## config.mk

```make
export PLATFORM = sky130hd
export DESIGN_NAME = booth_multiplier_seq
export DESIGN_NICKNAME = d
export VERILOG_FILES = /design/src/rtl/booth_pkg.sv /design/src/rtl/booth_multiplier_seq_step.sv /design/src/rtl/booth_multiplier_seq.sv
export SDC_FILE = /design/constraint.sdc
export NUM_CORES = 1
export LEC_CHECK = 0
export CAP_MARGIN = 20
export CELL_PAD_IN_SITES_DETAIL_PLACEMENT = 1
export CELL_PAD_IN_SITES_GLOBAL_PLACEMENT = 2
export CORE_UTILIZATION = 36
export DETAILED_ROUTE_END_ITERATION = 7
export GPL_ROUTABILITY_DRIVEN = 0
export PLACE_DENSITY_LB_ADDON = 0.1
export SLEW_MARGIN = 20
export SYNTH_ARGS = -nofsm -noshare
export SYNTH_HDL_FRONTEND = slang
export SYNTH_HIERARCHICAL = 1
export SYNTH_SLANG_ARGS = --single-unit
```

## constraint.sdc

```tcl
create_clock -name clk -period 3.4 [get_ports clk]
set_clock_uncertainty 0.15 [all_clocks]
set_input_delay 0.68 -clock clk [delete_from_list [all_inputs] [get_ports clk]]
set_output_delay 0.68 -clock clk [all_outputs]
set_load 0.005 [all_outputs]
```

## src/rtl/booth_pkg.sv

```systemverilog
// Shared types and constants for the sequential radix-2 Booth multiplier.
// Build option: BOOTH_SKIP_ZERO_EN (zero-operand bypass straight to DONE).
package booth_pkg;

    typedef enum logic [1:0] {
        IDLE = 2'd0,
        CALC = 2'd1,
        DONE = 2'd2
    } booth_state_t;

    // Booth recoding of {Q[0], Q_1}
    localparam logic [1:0] BOOTH_ADD = 2'b01;
    localparam logic [1:0] BOOTH_SUB = 2'b10;

    // Step counter width for an N-bit internal datapath
    function automatic int booth_cnt_w(input int n);
        return $clog2(n + 1);
    endfunction

endpackage

```

## src/rtl/booth_multiplier_seq_step.sv

```systemverilog
// One radix-2 Booth step: conditional add/sub of M into A, then an
// arithmetic right shift of {A, Q, Q_1} by one bit.
module booth_step
    import booth_pkg::*;
#(
    parameter int N = 9
) (
    input  logic [N-1:0] i_a,
    input  logic [N-1:0] i_m,
    input  logic [N-1:0] i_q,
    input  logic         i_q_1,
    output logic [N-1:0] o_a,
    output logic [N-1:0] o_q,
    output logic         o_q_1
);

    logic [N-1:0] w_sum;

    // Select add, subtract or pass-through, then shift replicating the new sign
    always_comb begin
        w_sum = i_a;
        case ({i_q[0], i_q_1})
            BOOTH_ADD: w_sum = i_a + i_m;
            BOOTH_SUB: w_sum = i_a - i_m;
            default:   w_sum = i_a;
        endcase
        o_a   = {w_sum[N-1], w_sum[N-1:1]};
        o_q   = {w_sum[0], i_q[N-1:1]};
        o_q_1 = i_q[0];
    end

endmodule

```

## src/rtl/booth_multiplier_seq.sv

```systemverilog
// Sequential radix-2 Booth multiplier with valid/ready on both sides.
// Operands are widened by one bit so the same datapath handles signed and
// unsigned products exactly. Build option: BOOTH_SKIP_ZERO_EN.
module booth_multiplier_seq
    import booth_pkg::*;
#(
    parameter int WIDTH = 8
) (
    input  logic                 clk,
    input  logic                 rst,
    input  logic                 in_valid,
    output logic                 in_ready,
    input  logic [WIDTH-1:0]     mc,
    input  logic [WIDTH-1:0]     mp,
    input  logic                 is_signed,
    output logic                 out_valid,
    input  logic                 out_ready,
    output logic [2*WIDTH-1:0]   prod,
    output logic                 busy
);

    localparam int N  = WIDTH + 1;
    localparam int CW = booth_cnt_w(N);
    localparam logic [CW-1:0] LAST_STEP = CW'(N - 1);

    booth_state_t      r_state;
    logic [N-1:0]      r_a;
    logic [N-1:0]      r_m;
    logic [N-1:0]      r_q;
    logic              r_q_1;
    logic [CW-1:0]     r_count;
    logic [2*WIDTH-1:0] r_prod;
    logic              r_in_ready;
    logic              r_out_valid;
    logic              r_busy;

    logic [N-1:0]      w_mc_ext;
    logic [N-1:0]      w_mp_ext;
    logic [N-1:0]      w_a;
    logic [N-1:0]      w_q;
    logic              w_q_1;

    // Widen operands according to the requested mode
    always_comb begin
        w_mc_ext = is_signed ? {mc[WIDTH-1], mc} : {1'b0, mc};
        w_mp_ext = is_signed ? {mp[WIDTH-1], mp} : {1'b0, mp};
    end

    booth_step #(.N(N)) u_step (
        .i_a   (r_a),
        .i_m   (r_m),
        .i_q   (r_q),
        .i_q_1 (r_q_1),
        .o_a   (w_a),
        .o_q   (w_q),
        .o_q_1 (w_q_1)
    );

    // Control FSM and datapath registers with registered handshake outputs
    always_ff @(posedge clk or posedge rst) begin
        if (rst) begin
            r_state     <= IDLE;
            r_a         <= '0;
            r_m         <= '0;
            r_q         <= '0;
            r_q_1       <= 1'b0;
            r_count     <= '0;
            r_prod      <= '0;
            r_in_ready  <= 1'b1;
            r_out_valid <= 1'b0;
            r_busy      <= 1'b0;
        end else begin
            case (r_state)
                IDLE: begin
                    if (in_valid) begin
                        r_a        <= '0;
                        r_m        <= w_mc_ext;
                        r_q        <= w_mp_ext;
                        r_q_1      <= 1'b0;
                        r_count    <= '0;
                        r_in_ready <= 1'b0;
                        r_busy     <= 1'b1;
`ifdef BOOTH_SKIP_ZERO_EN
                        if ((mc == '0) || (mp == '0)) begin
                            r_prod      <= '0;
                            r_out_valid <= 1'b1;
                            r_state     <= DONE;
                        end else begin
                            r_state     <= CALC;
                        end
`else
                        r_state    <= CALC;
`endif
                    end
                end
                CALC: begin
                    r_a     <= w_a;
                    r_q     <= w_q;
                    r_q_1   <= w_q_1;
                    r_count <= r_count + CW'(1);
                    if (r_count == LAST_STEP) begin
                        r_prod      <= {w_a[WIDTH-2:0], w_q};
                        r_out_valid <= 1'b1;
                        r_state     <= DONE;
                    end
                end
                DONE: begin
                    if (out_ready) begin
                        r_out_valid <= 1'b0;
                        r_busy      <= 1'b0;
                        r_in_ready  <= 1'b1;
                        r_state     <= IDLE;
                    end
                end
                default: begin
                    r_state     <= IDLE;
                    r_in_ready  <= 1'b1;
                    r_out_valid <= 1'b0;
                    r_busy      <= 1'b0;
                end
            endcase
        end
    end

    assign in_ready  = r_in_ready;
    assign out_valid = r_out_valid;
    assign busy      = r_busy;
    assign prod      = r_prod;

endmodule

```

# Yosys cells after proc, flatten, opt, wreduce, memory -nomap -nowiden
# Index checks and enable logic that the tools add are counted.
# totals
reg_bits,53
inputBits,21
output_inout_bits,19
wordCells,53
# op_classes
addsub,3
eq_ne,8
mux,22
bitwise,2
n_reduce_logical,8
# ops
cell,count
9-bit case mux with 2 select lines,3
9-bit two-way mux,4
9-bit adder,1
1-bit case mux with 3 select lines,3
3-bit AND reduction,3
9-bit subtractor,1
4-bit case mux with 2 select lines,1
2-bit two-way mux,3
2-bit != test (second input constant),3
2-bit case mux with 3 select lines,1
2-bit AND reduction,3
1-bit two-way mux,5
4-bit by 1-bit adder with 4-bit output (second input constant),1
2-bit by 1-bit equality test with 1-bit output (second input constant),2
2-bit equality test (second input constant),2
4-bit equality test (second input constant),1
4-bit two-way mux,1
2-bit logical NOT,1
1-bit inverter,2
1-bit case mux with 2 select lines,1
2-bit nonzero test,1

# Logic depth before layout (Yosys ltp)
# logic_depth
word_depth,3
ltp_mapped,13
mapped_depth_nobuf,11

# Hierarchy
# Netlist, hierarchy kept.
# modules_own_cells
mod,n_inst,cells_per_inst,area_each_um2,seq_area_each_um2
booth_multiplier_seq,1,167,2220.9,1327.5
booth_step,1,103,742.0,0.0

# Worst setup path after synthesis
# Ideal clock, no wire load.
# synth_timing
path_kind,register to register
startpoint,register r_q_1
endpoint,register r_a[8]
setup_time_ps,121
arrival_time_ps,2503
t_required_ps,3129
setup_slack_ps,626
path_stages_with_launch,13
n_path_buf,2
period_less_slack_ps,2774
cell_sequence,dfrtp_1 -> inv_1 -> ha_1 -> clkbuf_1 -> mux2i_1 -> fa_1 -> a211oi_2 -> o21ai_0 -> and4_1 -> nor3_2 -> xor2_1 -> buf_4 -> a22o_1
# synth_via
elab_chain_cells,3
elab_cells_between_ends,4
cone_classes,eq/ne (2); mux (2)
# synth_lines
item,line,source
from (decl),booth_multiplier_seq.sv:30,logic r_q_1;
from (signal assigned),booth_multiplier_seq.sv:99,r_q_1 <= w_q_1;
2-bit equality test / 2-bit by 1-bit equality test with 1-bit output (equally long branches),booth_multiplier_seq_step.sv:22,"case ({i_q[0], i_q_1})"
9-bit case mux with 2 select lines (*),booth_multiplier_seq_step.sv:22,
via w_a[7],booth_multiplier_seq.sv:39,logic [N-1:0] w_a;
9-bit case mux with 2 select lines (*),booth_multiplier_seq.sv:73,case (r_state)
to (signal assigned),booth_multiplier_seq.sv:97,r_a <= w_a;
to (decl),booth_multiplier_seq.sv:27,logic [N-1:0] r_a;
# Mark *: on every way through the listed nets, which the timed path passes. The rest lies on a longest branch.
# A chain may end at the register's enable or synchronous reset.

# Worst setup path after layout
# layout_timing
startpoint,register r_q_1
endpoint,"register r_prod[15], in the netlist prod[15]"
# layout_via
elab_chain_cells,2
elab_cells_between_ends,3
cone_classes,eq/ne (2); mux (1)
# layout_lines
item,line,source
2-bit equality test / 2-bit by 1-bit equality test with 1-bit output (equally long branches),booth_multiplier_seq_step.sv:22,
9-bit case mux with 2 select lines (*),booth_multiplier_seq_step.sv:22,
via w_a[6],booth_multiplier_seq.sv:39,
to (signal assigned),booth_multiplier_seq.sv:102,"r_prod <= {w_a[WIDTH-2:0], w_q};"
to (decl),booth_multiplier_seq.sv:32,logic [2*WIDTH-1:0] r_prod;
# Marks and branches as above.

==> results by group <==
Status
  – Status: finished, final reports clean

Global route
  – Vias in the first global route: 2,154
  – GR Util met3: 3.20%
  – Congestion Overflow GR: 0
  – First-pass GRT wire length: 11,100 µm
  – Initial antenna violation count: 0
  – M2 GR Usage: 25.2%
  – Largest net degree at the start of global routing: 42
  – Gr usage total: 16.6%
  – GRT met1 Usage: 24.4%
  – Grt peak-use layer: met2

Clocking
  – Hold Buf Count CTS: 0
  – Worst-path clk slew: 0.10 ns
  – CTS tree: built
  – Clk Latency, worst-skew pair: 0.31 ns
  – Cts repair resizes: 0
  – Num CTS Buffers: 5
  – Clock sinks: 53
  – Setup Fix Bufs, Post-CTS: 0
  – Clock root cell: clkbuf_8
  – Htree depth: 2
  – CTS Buffer Depth: 2

Logic synthesis
  – Post-synth EDFFs: 0
  – Syn Area/Cell: between 10 and 15 µm²
  – Most common cell in the netlist: dfrtp_1
  – Main area contributors after synthesis: dfrtp_1 44%, mux2_2 6.8%, ha_1 5.1%
  – Simple-Gate Fraction of Synth Area: 10.7%
  – Sequential share of the synthesized area: roughly 45%
  – Synth Cell Area: roughly 0.003 mm²
  – Most common library cells after synthesis: 52 x dfrtp_1, 18 x mux2_2, 17 x o21ai_0
  – Post-synth top area cell: dfrtp_1
  – Syn Inst Count: 270
  – YS warnings: 6
  – Net Count, Synth: about 300
  – Compound-Gate Fraction of Synth Area: around 17%
  – Fraction of registers with async set/reset: 100%
  – Yosys cell types: 52
  – Synth Area in Adders: under 10%
  – Synth Area in XOR/XNOR: 2.96%
  – Yosys reg bits: 53
  – Top cell type's share of synthesized area: between 40% and 50%
  – Multiplexer share of the synthesized area: 11.6%
  – Top_reg_cell synth: dfrtp_1
  – Largest family of logic cells by synthesized area: compound AO/OA/AOI/OAI gates

Floorplanning
  – Die area: 0.00860 mm²
  – Horiz. Die Dim: 92.7 µm
  – Number of cell rows: 32
  – Core ar.: 0.00785 mm²
  – Die height: 92.7 µm
  – Total I/O pin count: 40
  – Initial Utilization: 37.8%

Job
  – Max Cap Viol: 0

Placement
  – IO buf count: 39
  – Post-place setup slack: 0.475 ns
  – Dpl cell area: 0.00340 mm²
  – Inst Count DP: 398
  – Dpl hpwl: 4870 µm

Critical path
  – WP data required: about 3.5 ns
  – WP buf/inv: 1
  – Crit Path Max Fanout: 9
  – Critical path origin: r_q_1$_DFFE_PP0P_
  – Cell family with most CP delay: compound AO/OA/AOI/OAI gates
  – FF-to-FF Start: r_q_1$_DFFE_PP0P_
  – Crit-path cells: inv_1 > ha_1 > mux2i_1 > ha_1 > nor2b_1 > o21ai_1 > a21boi_1 > o311a_1 > a211oi_1 > mux2_2
  – Critical path type: reg2reg
  – CP endpoint: prod[15]$_DFFE_PP0P_
  – Critical path arrival: 3.09 ns
  – R2r endpoint: prod[15]$_DFFE_PP0P_
  – Reg2Reg Setup Slack: slightly above 0.4 ns
  – CP Launch Type: register
  – Crit-path most repeated cell: ha_1
  – CP peak stage delay: 0.39 ns
  – CP Capture Type: register
  – Worst r2r path cells: 10
  – WP depth: 10
  – Slowest-stage cell, CP: dfrtp_1

Pwr
  – P_int: 2.41 mW
  – NetSw: 1.67 mW
  – Net Sw Frac: 41.0%
  – Peak supply drop: approximately 480 µV
  – Clock share of power: about 11%
  – Sequential share of power: slightly below 30%
  – Logic pwr share: approximately 60%
  – Static Leak: approximately 1.6 nW
  – P per Cell Area: between 1000 and 1500 mW/mm²
  – Pwr Total: 4.08 mW

Timing
  – F_max: roughly 330 MHz
  – Final Hold Fails: 0
  – Setup WS post-layout: 0.411 ns
  – Slew Viols, Final: 0
  – Unrepaired setup endpoints after global routing: no
  – Final Cycle Share: 87.9%
  – Hold Slack: between 0.3 and 0.4 ns
  – TNS Setup: 0 ns
  – Min cycle time layout: 2.99 ns
  – Worst slew pin tran: ~0.9 ns
  – Final setup fails: 0
  – Slew margin rel.: 41.2%

Min path
  – Hold/Removal Path Class: reg2reg
  – WHS Path Cells: 1

Cells and area
  – Syn-to-layout area delta: 18.8%
  – # nets final: 337
  – Cell area after layout: 0.00352 mm²
  – N_diodes: 0
  – Final cell count without fillers: 406
  – Share of layout cells above drive strength 1: around 16%
  – Layout Utilization: 44.9%

Routing
  – Routed Antenna Nets: 0
  – Vias per std cell: 5.18
  – Final wirelength: between 6000 and 7000 µm
  – First DRT Iteration DRCs: a little over 80
  – WL/cell: 16.2 µm
  – Residual DRC count: 0
  – Via count: 2,103
  – Initial DRT Pass Iterations: 4
power groups by stage:
stage	clock, mW	sequential (mW)	combinational, mW
after floorplan	0	1.16	1.86
after global placement	0	1.22	2.40
after detailed placement	0	1.22	2.43
after CTS	0.473	1.21	2.45
after global routing	0.496	1.26	2.71
final	0.457	1.20	2.41
flip-flops by register name (all words and copies together) (netlist names):
name       count
busy           1
in_ready       1
r_q_1          1
r_count        4
r_a            9
r_m            9
out_valid      1
prod          16
r_q            9
r_state        2
layout make-up:
cell class	instances	area, µm²
repair buffers	48	458
well taps	102	128
clock inverters	2	37.5
clock buffers	6	82.6
multi-input cells	181	1430
inverters	14	52.6
fillers	890	4330
flip-flops and latches	53	1330
layout by cell type (no fill, tap or decap), types with 2 or more instances in the layout:
cell type        count
buf_4                9
nand2b_1             2
o21ai_0             17
dfrtp_1             52
nor2b_1              5
a21oi_1             11
o21ai_1              3
xnor2_1              7
a32oi_1              2
a22oi_1             10
nand3_1              2
nor2_1              11
o31ai_1              3
o21a_1               3
a22o_1              12
xor2_1               3
nor4_1               2
nand2_1             14
o211ai_1             2
mux2_2              18
mux2i_1              2
ha_1                12
o21bai_1             3
inv_1               13
and3b_1              5
mux2_4               8
a31oi_1              2
nor3_1               4
clkbuf_8             6
clkdlybuf4s50_1     39
layer usage:
metal,vias to the layer above,part of all wire (%)
li1,1032,-
met1,1044,52
met2,25,46
met3,2,2.2
met4,0,0.55
met5,-,0
worst min-delay path by stage:
stage / startpoint / slack (ns) / endpoint
5_1_grt: out_valid$_DFFE_PP0P_ / 0.37 / out_valid$_DFFE_PP0P_
2_1_floorplan: r_q[3]$_DFFE_PP0P_ / 0.30 / r_q[3]$_DFFE_PP0P_
6_report: out_valid$_DFFE_PP0P_ / 0.36 / out_valid$_DFFE_PP0P_
3_3_place_gp: out_valid$_DFFE_PP0P_ / 0.33 / out_valid$_DFFE_PP0P_
4_1_cts: out_valid$_DFFE_PP0P_ / 0.36 / out_valid$_DFFE_PP0P_
3_5_place_dp: out_valid$_DFFE_PP0P_ / 0.34 / out_valid$_DFFE_PP0P_
worst register-to-register path, cell delays in order (launching register included):
cell      delay [ns]
dfrtp_1         0.39
inv_1           0.06
ha_1            0.33
mux2i_1         0.34
ha_1            0.29
nor2b_1         0.13
o21ai_1         0.18
a21boi_1        0.19
o311a_1         0.32
a211oi_1        0.32
mux2_2          0.23
cell families after synthesis:
family / count (synthesis)
and+or+nand+nor: 54
DFF: 53
xor gates and xnor gates: 10
muxes: 28
buffers and inverters: 36
AOI/OAI and AO/OA: 76
adders and majority gates: 13
(Power assumes the default switching activity.)
